**src/rtl/pfd_pkg.sv**
```systemverilog
// Shared types and constants for the sampled-edge PFD / counter TDC.
// Holds the measurement FSM state encoding and signed saturation helpers.

package pfd_pkg;

  typedef enum logic [1:0] {
    IDLE     = 2'd0,
    LEAD_REF = 2'd1,
    LEAD_FB  = 2'd2
  } pfd_state_e;

  localparam int DEF_CNT_W       = 8;
  localparam int DEF_SYNC_STAGES = 2;
  localparam int DEF_LOCK_TOL    = 1;
  localparam int DEF_LOCK_COUNT  = 16;
  localparam int DEF_DEADZONE    = 1;

  // Symmetric clip limits: the most negative code is never produced.
  function automatic int sat_max(input int width);
    return (1 << (width - 1)) - 1;
  endfunction

  function automatic int sat_min(input int width);
    return -sat_max(width);
  endfunction

endpackage

```
**src/rtl/pfd_edge_sync.sv**
```systemverilog
// Multi-flop synchroniser for one asynchronous input followed by a delay
// flop; emits a single-cycle pulse on each synchronised rising edge.

module pfd_edge_sync
  import pfd_pkg::*;
#(
  parameter int SYNC_STAGES = DEF_SYNC_STAGES
) (
  input  logic clk,
  input  logic reset_n,
  input  logic async_i,
  output logic rise_o
);

  logic [SYNC_STAGES-1:0] sync_q;
  logic                   dly_q;

  always_ff @(posedge clk or negedge reset_n) begin
    if (!reset_n) begin
      sync_q <= '0;
      dly_q  <= 1'b0;
    end else begin
      sync_q <= {sync_q[SYNC_STAGES-2:0], async_i};
      dly_q  <= sync_q[SYNC_STAGES-1];
    end
  end

  assign rise_o = sync_q[SYNC_STAGES-1] & ~dly_q;

endmodule

```
**src/rtl/pfd_tdc.sv**
```systemverilog
// Sampled-edge phase-frequency detector with counter-based TDC, cycle-slip
// detection and lock tracking. Optional dead zone: define PFD_DEADZONE_EN.

module pfd_tdc
  import pfd_pkg::*;
#(
  parameter int CNT_W       = DEF_CNT_W,
  parameter int SYNC_STAGES = DEF_SYNC_STAGES,
  parameter int LOCK_TOL    = DEF_LOCK_TOL,
  parameter int LOCK_COUNT  = DEF_LOCK_COUNT
`ifdef PFD_DEADZONE_EN
  ,
  parameter int DEADZONE    = DEF_DEADZONE
`endif
) (
  input  logic                    clk,
  input  logic                    reset_n,
  input  logic                    en,
  input  logic                    ref_in,
  input  logic                    fb_in,
  output logic                    up,
  output logic                    dn,
  output logic signed [CNT_W-1:0] phase_err,
  output logic                    err_valid,
  output logic                    cycle_slip,
  output logic                    saturated,
  output logic                    locked
);

  localparam int                      LCW       = $clog2(LOCK_COUNT + 1);
  localparam logic [CNT_W-1:0]        CNT_MAX   = CNT_W'(sat_max(CNT_W));
  localparam logic [CNT_W-1:0]        CNT_ONE   = CNT_W'(1);
  localparam logic signed [CNT_W-1:0] ERR_MAX   = CNT_W'(sat_max(CNT_W));
  localparam logic signed [CNT_W-1:0] ERR_MIN   = CNT_W'(sat_min(CNT_W));
  localparam logic [CNT_W-1:0]        TOL       = CNT_W'(LOCK_TOL);
  localparam logic [LCW-1:0]          LOCK_FULL = LCW'(LOCK_COUNT);
`ifdef PFD_DEADZONE_EN
  localparam logic [CNT_W-1:0]        DZ        = CNT_W'(DEADZONE);
`endif

  logic ref_rise;
  logic fb_rise;

  pfd_edge_sync #(.SYNC_STAGES(SYNC_STAGES)) u_ref_sync (
    .clk     (clk),
    .reset_n (reset_n),
    .async_i (ref_in),
    .rise_o  (ref_rise)
  );

  pfd_edge_sync #(.SYNC_STAGES(SYNC_STAGES)) u_fb_sync (
    .clk     (clk),
    .reset_n (reset_n),
    .async_i (fb_in),
    .rise_o  (fb_rise)
  );

  pfd_state_e              state_q, state_d;
  logic [CNT_W-1:0]        cnt_q, cnt_d;
  logic                    sat_q, sat_d;
  logic                    up_q, up_d;
  logic                    dn_q, dn_d;
  logic signed [CNT_W-1:0] err_q, err_d;
  logic                    valid_q, valid_d;
  logic                    slip_q, slip_d;
  logic                    clip_q, clip_d;
  logic [LCW-1:0]          lock_cnt_q, lock_cnt_d;
  logic                    locked_q, locked_d;
  logic [CNT_W-1:0]        err_abs;

  // Converts a lead count into the reported signed error; a dead zone
  // collapses small offsets to zero before anything downstream sees them.
  function automatic logic signed [CNT_W-1:0] measured(input logic [CNT_W-1:0] mag,
                                                       input logic neg);
    logic signed [CNT_W-1:0] v;
    v = $signed(mag);
`ifdef PFD_DEADZONE_EN
    if (mag <= DZ) v = '0;
`endif
    return neg ? -v : v;
  endfunction

  always_comb begin
    state_d = state_q;
    cnt_d   = cnt_q;
    sat_d   = sat_q;
    err_d   = err_q;
    valid_d = 1'b0;
    slip_d  = 1'b0;
    clip_d  = 1'b0;

    if (!en) begin
      state_d = IDLE;
      cnt_d   = '0;
      sat_d   = 1'b0;
    end else begin
      case (state_q)
        IDLE: begin
          if (ref_rise && fb_rise) begin
            err_d   = '0;
            valid_d = 1'b1;
          end else if (ref_rise) begin
            state_d = LEAD_REF;
            cnt_d   = CNT_ONE;
            sat_d   = 1'b0;
          end else if (fb_rise) begin
            state_d = LEAD_FB;
            cnt_d   = CNT_ONE;
            sat_d   = 1'b0;
          end
        end

        LEAD_REF: begin
          if (fb_rise) begin
            err_d   = measured(cnt_q, 1'b0);
            valid_d = 1'b1;
            clip_d  = sat_q;
            sat_d   = 1'b0;
            if (ref_rise) begin
              cnt_d = CNT_ONE;
            end else begin
              state_d = IDLE;
              cnt_d   = '0;
            end
          end else if (ref_rise) begin
            // A second reference edge before feedback arrived: report a full-scale slip
            err_d   = ERR_MAX;
            valid_d = 1'b1;
            slip_d  = 1'b1;
            clip_d  = 1'b1;
            cnt_d   = CNT_ONE;
            sat_d   = 1'b0;
          end else if (cnt_q == CNT_MAX) begin
            sat_d = 1'b1;
          end else begin
            cnt_d = cnt_q + CNT_ONE;
          end
        end

        LEAD_FB: begin
          if (ref_rise) begin
            err_d   = measured(cnt_q, 1'b1);
            valid_d = 1'b1;
            clip_d  = sat_q;
            sat_d   = 1'b0;
            if (fb_rise) begin
              cnt_d = CNT_ONE;
            end else begin
              state_d = IDLE;
              cnt_d   = '0;
            end
          end else if (fb_rise) begin
            err_d   = ERR_MIN;
            valid_d = 1'b1;
            slip_d  = 1'b1;
            clip_d  = 1'b1;
            cnt_d   = CNT_ONE;
            sat_d   = 1'b0;
          end else if (cnt_q == CNT_MAX) begin
            sat_d = 1'b1;
          end else begin
            cnt_d = cnt_q + CNT_ONE;
          end
        end

        default: begin
          state_d = IDLE;
          cnt_d   = '0;
          sat_d   = 1'b0;
        end
      endcase
    end
  end

  // up/dn follow the next state so they are registered alongside it.
  always_comb begin
`ifdef PFD_DEADZONE_EN
    up_d = (state_d == LEAD_REF) && (cnt_d > DZ);
    dn_d = (state_d == LEAD_FB)  && (cnt_d > DZ);
`else
    up_d = (state_d == LEAD_REF);
    dn_d = (state_d == LEAD_FB);
`endif
  end

  always_comb begin
    err_abs    = err_d[CNT_W-1] ? $unsigned(-err_d) : $unsigned(err_d);
    lock_cnt_d = lock_cnt_q;
    locked_d   = (lock_cnt_q == LOCK_FULL);
    if (!en) begin
      lock_cnt_d = '0;
      locked_d   = 1'b0;
    end else if (valid_d) begin
      if (slip_d || (err_abs > TOL)) begin
        lock_cnt_d = '0;
      end else if (lock_cnt_q != LOCK_FULL) begin
        lock_cnt_d = lock_cnt_q + LCW'(1);
      end
    end
  end

  always_ff @(posedge clk or negedge reset_n) begin
    if (!reset_n) begin
      state_q    <= IDLE;
      cnt_q      <= '0;
      sat_q      <= 1'b0;
      up_q       <= 1'b0;
      dn_q       <= 1'b0;
      err_q      <= '0;
      valid_q    <= 1'b0;
      slip_q     <= 1'b0;
      clip_q     <= 1'b0;
      lock_cnt_q <= '0;
      locked_q   <= 1'b0;
    end else begin
      state_q    <= state_d;
      cnt_q      <= cnt_d;
      sat_q      <= sat_d;
      up_q       <= up_d;
      dn_q       <= dn_d;
      err_q      <= err_d;
      valid_q    <= valid_d;
      slip_q     <= slip_d;
      clip_q     <= clip_d;
      lock_cnt_q <= lock_cnt_d;
      locked_q   <= locked_d;
    end
  end

  assign up         = up_q;
  assign dn         = dn_q;
  assign phase_err  = err_q;
  assign err_valid  = valid_q;
  assign cycle_slip = slip_q;
  assign saturated  = clip_q;
  assign locked     = locked_q;

endmodule

```
**config.mk**
```make
export PLATFORM = sky130hd
export DESIGN_NAME = pfd_tdc
export DESIGN_NICKNAME = d
export VERILOG_FILES = /design/src/rtl/pfd_pkg.sv /design/src/rtl/pfd_edge_sync.sv /design/src/rtl/pfd_tdc.sv
export SDC_FILE = /design/constraint.sdc
export NUM_CORES = 1
export LEC_CHECK = 0
export BUFFER_PORTS_ARGS = -buffer_cell sky130_fd_sc_hd__buf_4
export CAP_MARGIN = 20
export CORE_UTILIZATION = 25
export DETAILED_ROUTE_END_ITERATION = 16
export PLACE_DENSITY = 0.49
export SETUP_SLACK_MARGIN = 0.4
export SLEW_MARGIN = 20
export SYNTH_ARGS = -nofsm -noshare
export SYNTH_HDL_FRONTEND = slang
export SYNTH_SLANG_ARGS = --single-unit
```
**constraint.sdc**
```tcl
create_clock -name clk -period 3.6 [get_ports clk]
set_input_delay 0.9 -clock clk [delete_from_list [all_inputs] [get_ports clk]]
set_output_delay 0.9 -clock clk [all_outputs]
set_load 0.05 [all_outputs]
```
==> flow_metrics.env <==
export IMPL_outcome="complete, no violations"
export IMPL_cp_top_family="compound AO/OA/AOI/OAI gates"
export IMPL_drt_wirelength_per_cell_um=15.29
export IMPL_slowest_delay_ns=0.47
export IMPL_synth_top_cell_area_share_pct=39.69
export IMPL_rsz0062_at_grt="no"
export IMPL_post_drt_via_cell_ratio=5.126
export IMPL_io_pins=19
export IMPL_netlist_instances=251
export IMPL_synth_async_reset_ratio_pct=100.0
export IMPL_stdcell_count=396
export IMPL_place_hpwl_mm=4.130
export IMPL_end_kind="flip-flop"
export IMPL_track_usage_pct=12.69
export IMPL_start_util_pct=25.90
export IMPL_grt_pass1_wl_mm=9.687
export IMPL_synthMuxAreaShare_pct=1.874
export IMPL_synth_distinct_cells=60
export IMPL_synth_largest_area_cell="dfrtp_1"
export IMPL_numPortBuffers=18
export IMPL_htree_levels=2
export IMPL_layout_min_cycle_time_ns=3.088
export IMPL_grt_pass1_vias=1839
export IMPL_synth_adder_area_share_pct=4.961
export IMPL_synth_seq_cells=36
export IMPL_synth_top_cells_by_area="dfrtp_1 (40%), ha_1 (5.0%), a21oi_1 (4.6%)"
export IMPL_finalSetupViolations=0
export IMPL_grt_ovfl_total=0
export IMPL_synth_top_family_by_area="simple AND/OR/NAND/NOR gates"
export IMPL_die_area_um2=9463
export IMPL_area_growth_syn_to_layout_pct=29.93
export IMPL_hold_class="flip-flop to flip-flop"
export IMPL_cp_cell_sequence="ha_4 -> buf_4 -> nor2b_4 -> o21ai_4 -> buf_4 -> a221oi_4 -> inv_2 -> or4_4 -> o22ai_4 -> o211ai_1 -> o21ai_2 -> mux2_4"
export IMPL_clock_path_buffers=2
export IMPL_cts_tree="yes"
export IMPL_slowest_stage="dfrtp_2"
export IMPL_cts_sinks=36
export IMPL_drc_errors=0
export IMPL_relSlewSlack_pct=62.15
export IMPL_synth_nets=265
export IMPL_slew_viol_final=0
export IMPL_wirelength_mm=6.054
export IMPL_syn_cell_area_um2=2270
export IMPL_coreArea_um2=8763
export IMPL_synth_edf_count=0
export IMPL_clk_latency_ns=0.30
export IMPL_holdBufCountCts=0
export IMPL_fillers=895
export IMPL_drive_above_1_share_pct=33.33
export IMPL_dr_pass1_iters=4
export IMPL_fin_setup_tns_ns=0
export IMPL_yosys_warnings=0
export IMPL_drt_initial_drc_count=235
export IMPL_cp_common_cell="buf_4"
export IMPL_n_antenna_cell=0
export IMPL_place_inst=368
export IMPL_syn_area_per_cell_um2=9.043
export IMPL_fp_dieH_um=97.28
export IMPL_worst_pin_slew_ns=0.5634
export IMPL_cts_buffers=5
export IMPL_clk_pin_slew_worst_paths_ns=0.08
export IMPL_num_vias=2030
export IMPL_power_density_nw_per_um2=513.2
export IMPL_arrival_ns=3.27
export IMPL_drv_cap=0
export IMPL_seq_area_um2=905.9
export IMPL_synthFlopType="dfrtp_1"
export IMPL_max_vdd_ir_drop_mv=0.3406
export IMPL_ant_nets=0
export IMPL_yosysSeqAreaShare_pct=39.69
export IMPL_critPathBufInv=3
export IMPL_finalCritPeriodShare_pct=85.78
export IMPL_root_buffer="clkbuf_8"
export IMPL_fin_nets=301
export IMPL_finalPower_mw=1.513
export IMPL_synthSimpleGateAreaFrac_pct=22.16
export IMPL_synth_compound_area_share_pct=21.83
export IMPL_fmax_ghz=0.3238
export IMPL_fp_dieW_um=97.28
export IMPL_leakage_nw=1.252
export IMPL_cp_start_kind="flip-flop"
export IMPL_grt_start_max_net_pins=37
export IMPL_rows=34
export IMPL_grt_antenna_before_repair=0
export IMPL_critPathRequiredTime_ns=3.79
export IMPL_hold_violations=0
export IMPL_cp_max_fo=5
export IMPL_finClkSkew_ns=0.005671
export IMPL_place_congestion=0.7909
export IMPL_synth_xor_area_share_pct=2.701
export IMPL_path_class="flip-flop to flip-flop"
export IMPL_multi_input_area_um2=1400
## cells in the final DEF (no fill, tap or decap), drive strengths merged, types with 3 or more instances in the layout
cell / count
clkbuf: 5
nor4: 3
o22ai: 7
nor2: 23
and2: 4
xor2: 5
o21a: 5
o21ai: 16
a21oi: 22
ha: 9
nand2b: 3
nor2b: 4
o211ai: 4
nor3: 9
clkinvlp: 3
dfrtp: 36
buf: 42
or3: 4
nand3: 13
inv: 14
nand2: 18
## cells in the mapped netlist (2+ instances only)
| master | count |
|---|---|
| buf_2 | 3 |
| xnor2_1 | 2 |
| xor2_1 | 5 |
| a31oi_1 | 2 |
| o21ai_0 | 13 |
| nor2b_1 | 3 |
| a21oi_1 | 21 |
| nand3_1 | 13 |
| nand4b_1 | 2 |
| nand2b_1 | 2 |
| mux2i_1 | 2 |
| clkbuf_1 | 4 |
| inv_1 | 15 |
| o21a_1 | 5 |
| dfrtp_1 | 36 |
| o211ai_1 | 4 |
| nand4_1 | 2 |
| buf_6 | 4 |
| o211a_1 | 2 |
| nor3b_1 | 2 |
| mux2_1 | 2 |
| or3_1 | 3 |
| nor3_1 | 8 |
| nor4_1 | 3 |
| o22ai_1 | 6 |
| nor2_1 | 23 |
| o221ai_1 | 2 |
| buf_4 | 2 |
| ha_1 | 9 |
| nand2_1 | 18 |
| and2_1 | 4 |
## worst paths after layout
path | startpoint | to | slack, ns | cells past startpoint
max | state_q[0] | lock_cnt_q[1] | 0.51 | 12
min | u_fb_sync.sync_q[0] | u_fb_sync.sync_q[1] | 0.35 | 0
max reg2reg | state_q[0] | lock_cnt_q[1] | 0.51 | 12
min reg2reg | u_fb_sync.sync_q[0] | u_fb_sync.sync_q[1] | 0.35 | 0
max in group asynchronous | reset_n | cnt_q[4] | 2.70 | 1
min in group asynchronous | reset_n | state_q[1] | 0.56 | 1
## cell families (layout without fill, tap and decap cells)
| kind of cell | count (synthesis) | in the layout |
|---|---|---|
| buf+inv | 30 | 67 |
| mux | 4 | 4 |
| simple gates | 93 | 93 |
| xor+xnor | 7 | 7 |
| fa+ha+maj | 9 | 9 |
| flops | 36 | 36 |
| compound gates | 72 | 72 |
## routing by layer
metal / global-route usage (%) / wire length (µm)
met5: 0 / 0
met4: 3.959 / 69
met3: 2.590 / 220
met2: 19.56 / 2873
met1: 17.83 / 2890
## final cells by class
| class | instances | area share [%] |
|---|---|---|
| Sequential cell | 36 | 30.72 |
| Clock buffer | 5 | 2.333 |
| Clock inverter | 3 | 1.443 |
| Inverter | 17 | 2.503 |
| Multi-Input combinational cell | 185 | 47.48 |
| Tap cell | 108 | 4.582 |
| Timing Repair Buffer | 42 | 10.95 |
## state kept, by name, indices dropped and copies added (netlist names), 2 cells and up
signal             count
u_fb_sync.sync_q       2
cnt_q                  8
lock_cnt_q             5
phase_err              8
state_q                2
u_ref_sync.sync_q      2
## report_power, final
part | internal, mW | switching (mW)
Combinational | 0.264 | 0.386
Sequential | 0.448 | 0.0533
Clock | 0.205 | 0.158
Total | 0.917 | 0.596
## per-stage QoR
| stage | hold WS, ns | util (%) | worst slack, ns | instance area, µm² |
|---|---|---|---|---|
| after floorplan | 0.3312 | - | 0.4709 | 2270 |
| final | 0.3544 | 33.65 | 0.5120 | 2949 |
| after detailed placement | 0.3362 | 28.30 | 0.1394 | 2480 |
| after global placement | 0.3325 | 28.30 | 0.2549 | 2480 |
| after global routing | 0.3648 | 33.65 | 0.3281 | 2949 |
| after CTS | 0.3552 | 29.77 | 0.4269 | 2609 |
## repair_timing
item / CTS / global route
buffers inserted: 0 / 20
endpoints found under the setup margin: 3 / 5
gates resized for setup: 4 / 45
pin swaps: 0 / 13
Note: power is estimated with default switching activity, not from simulation.
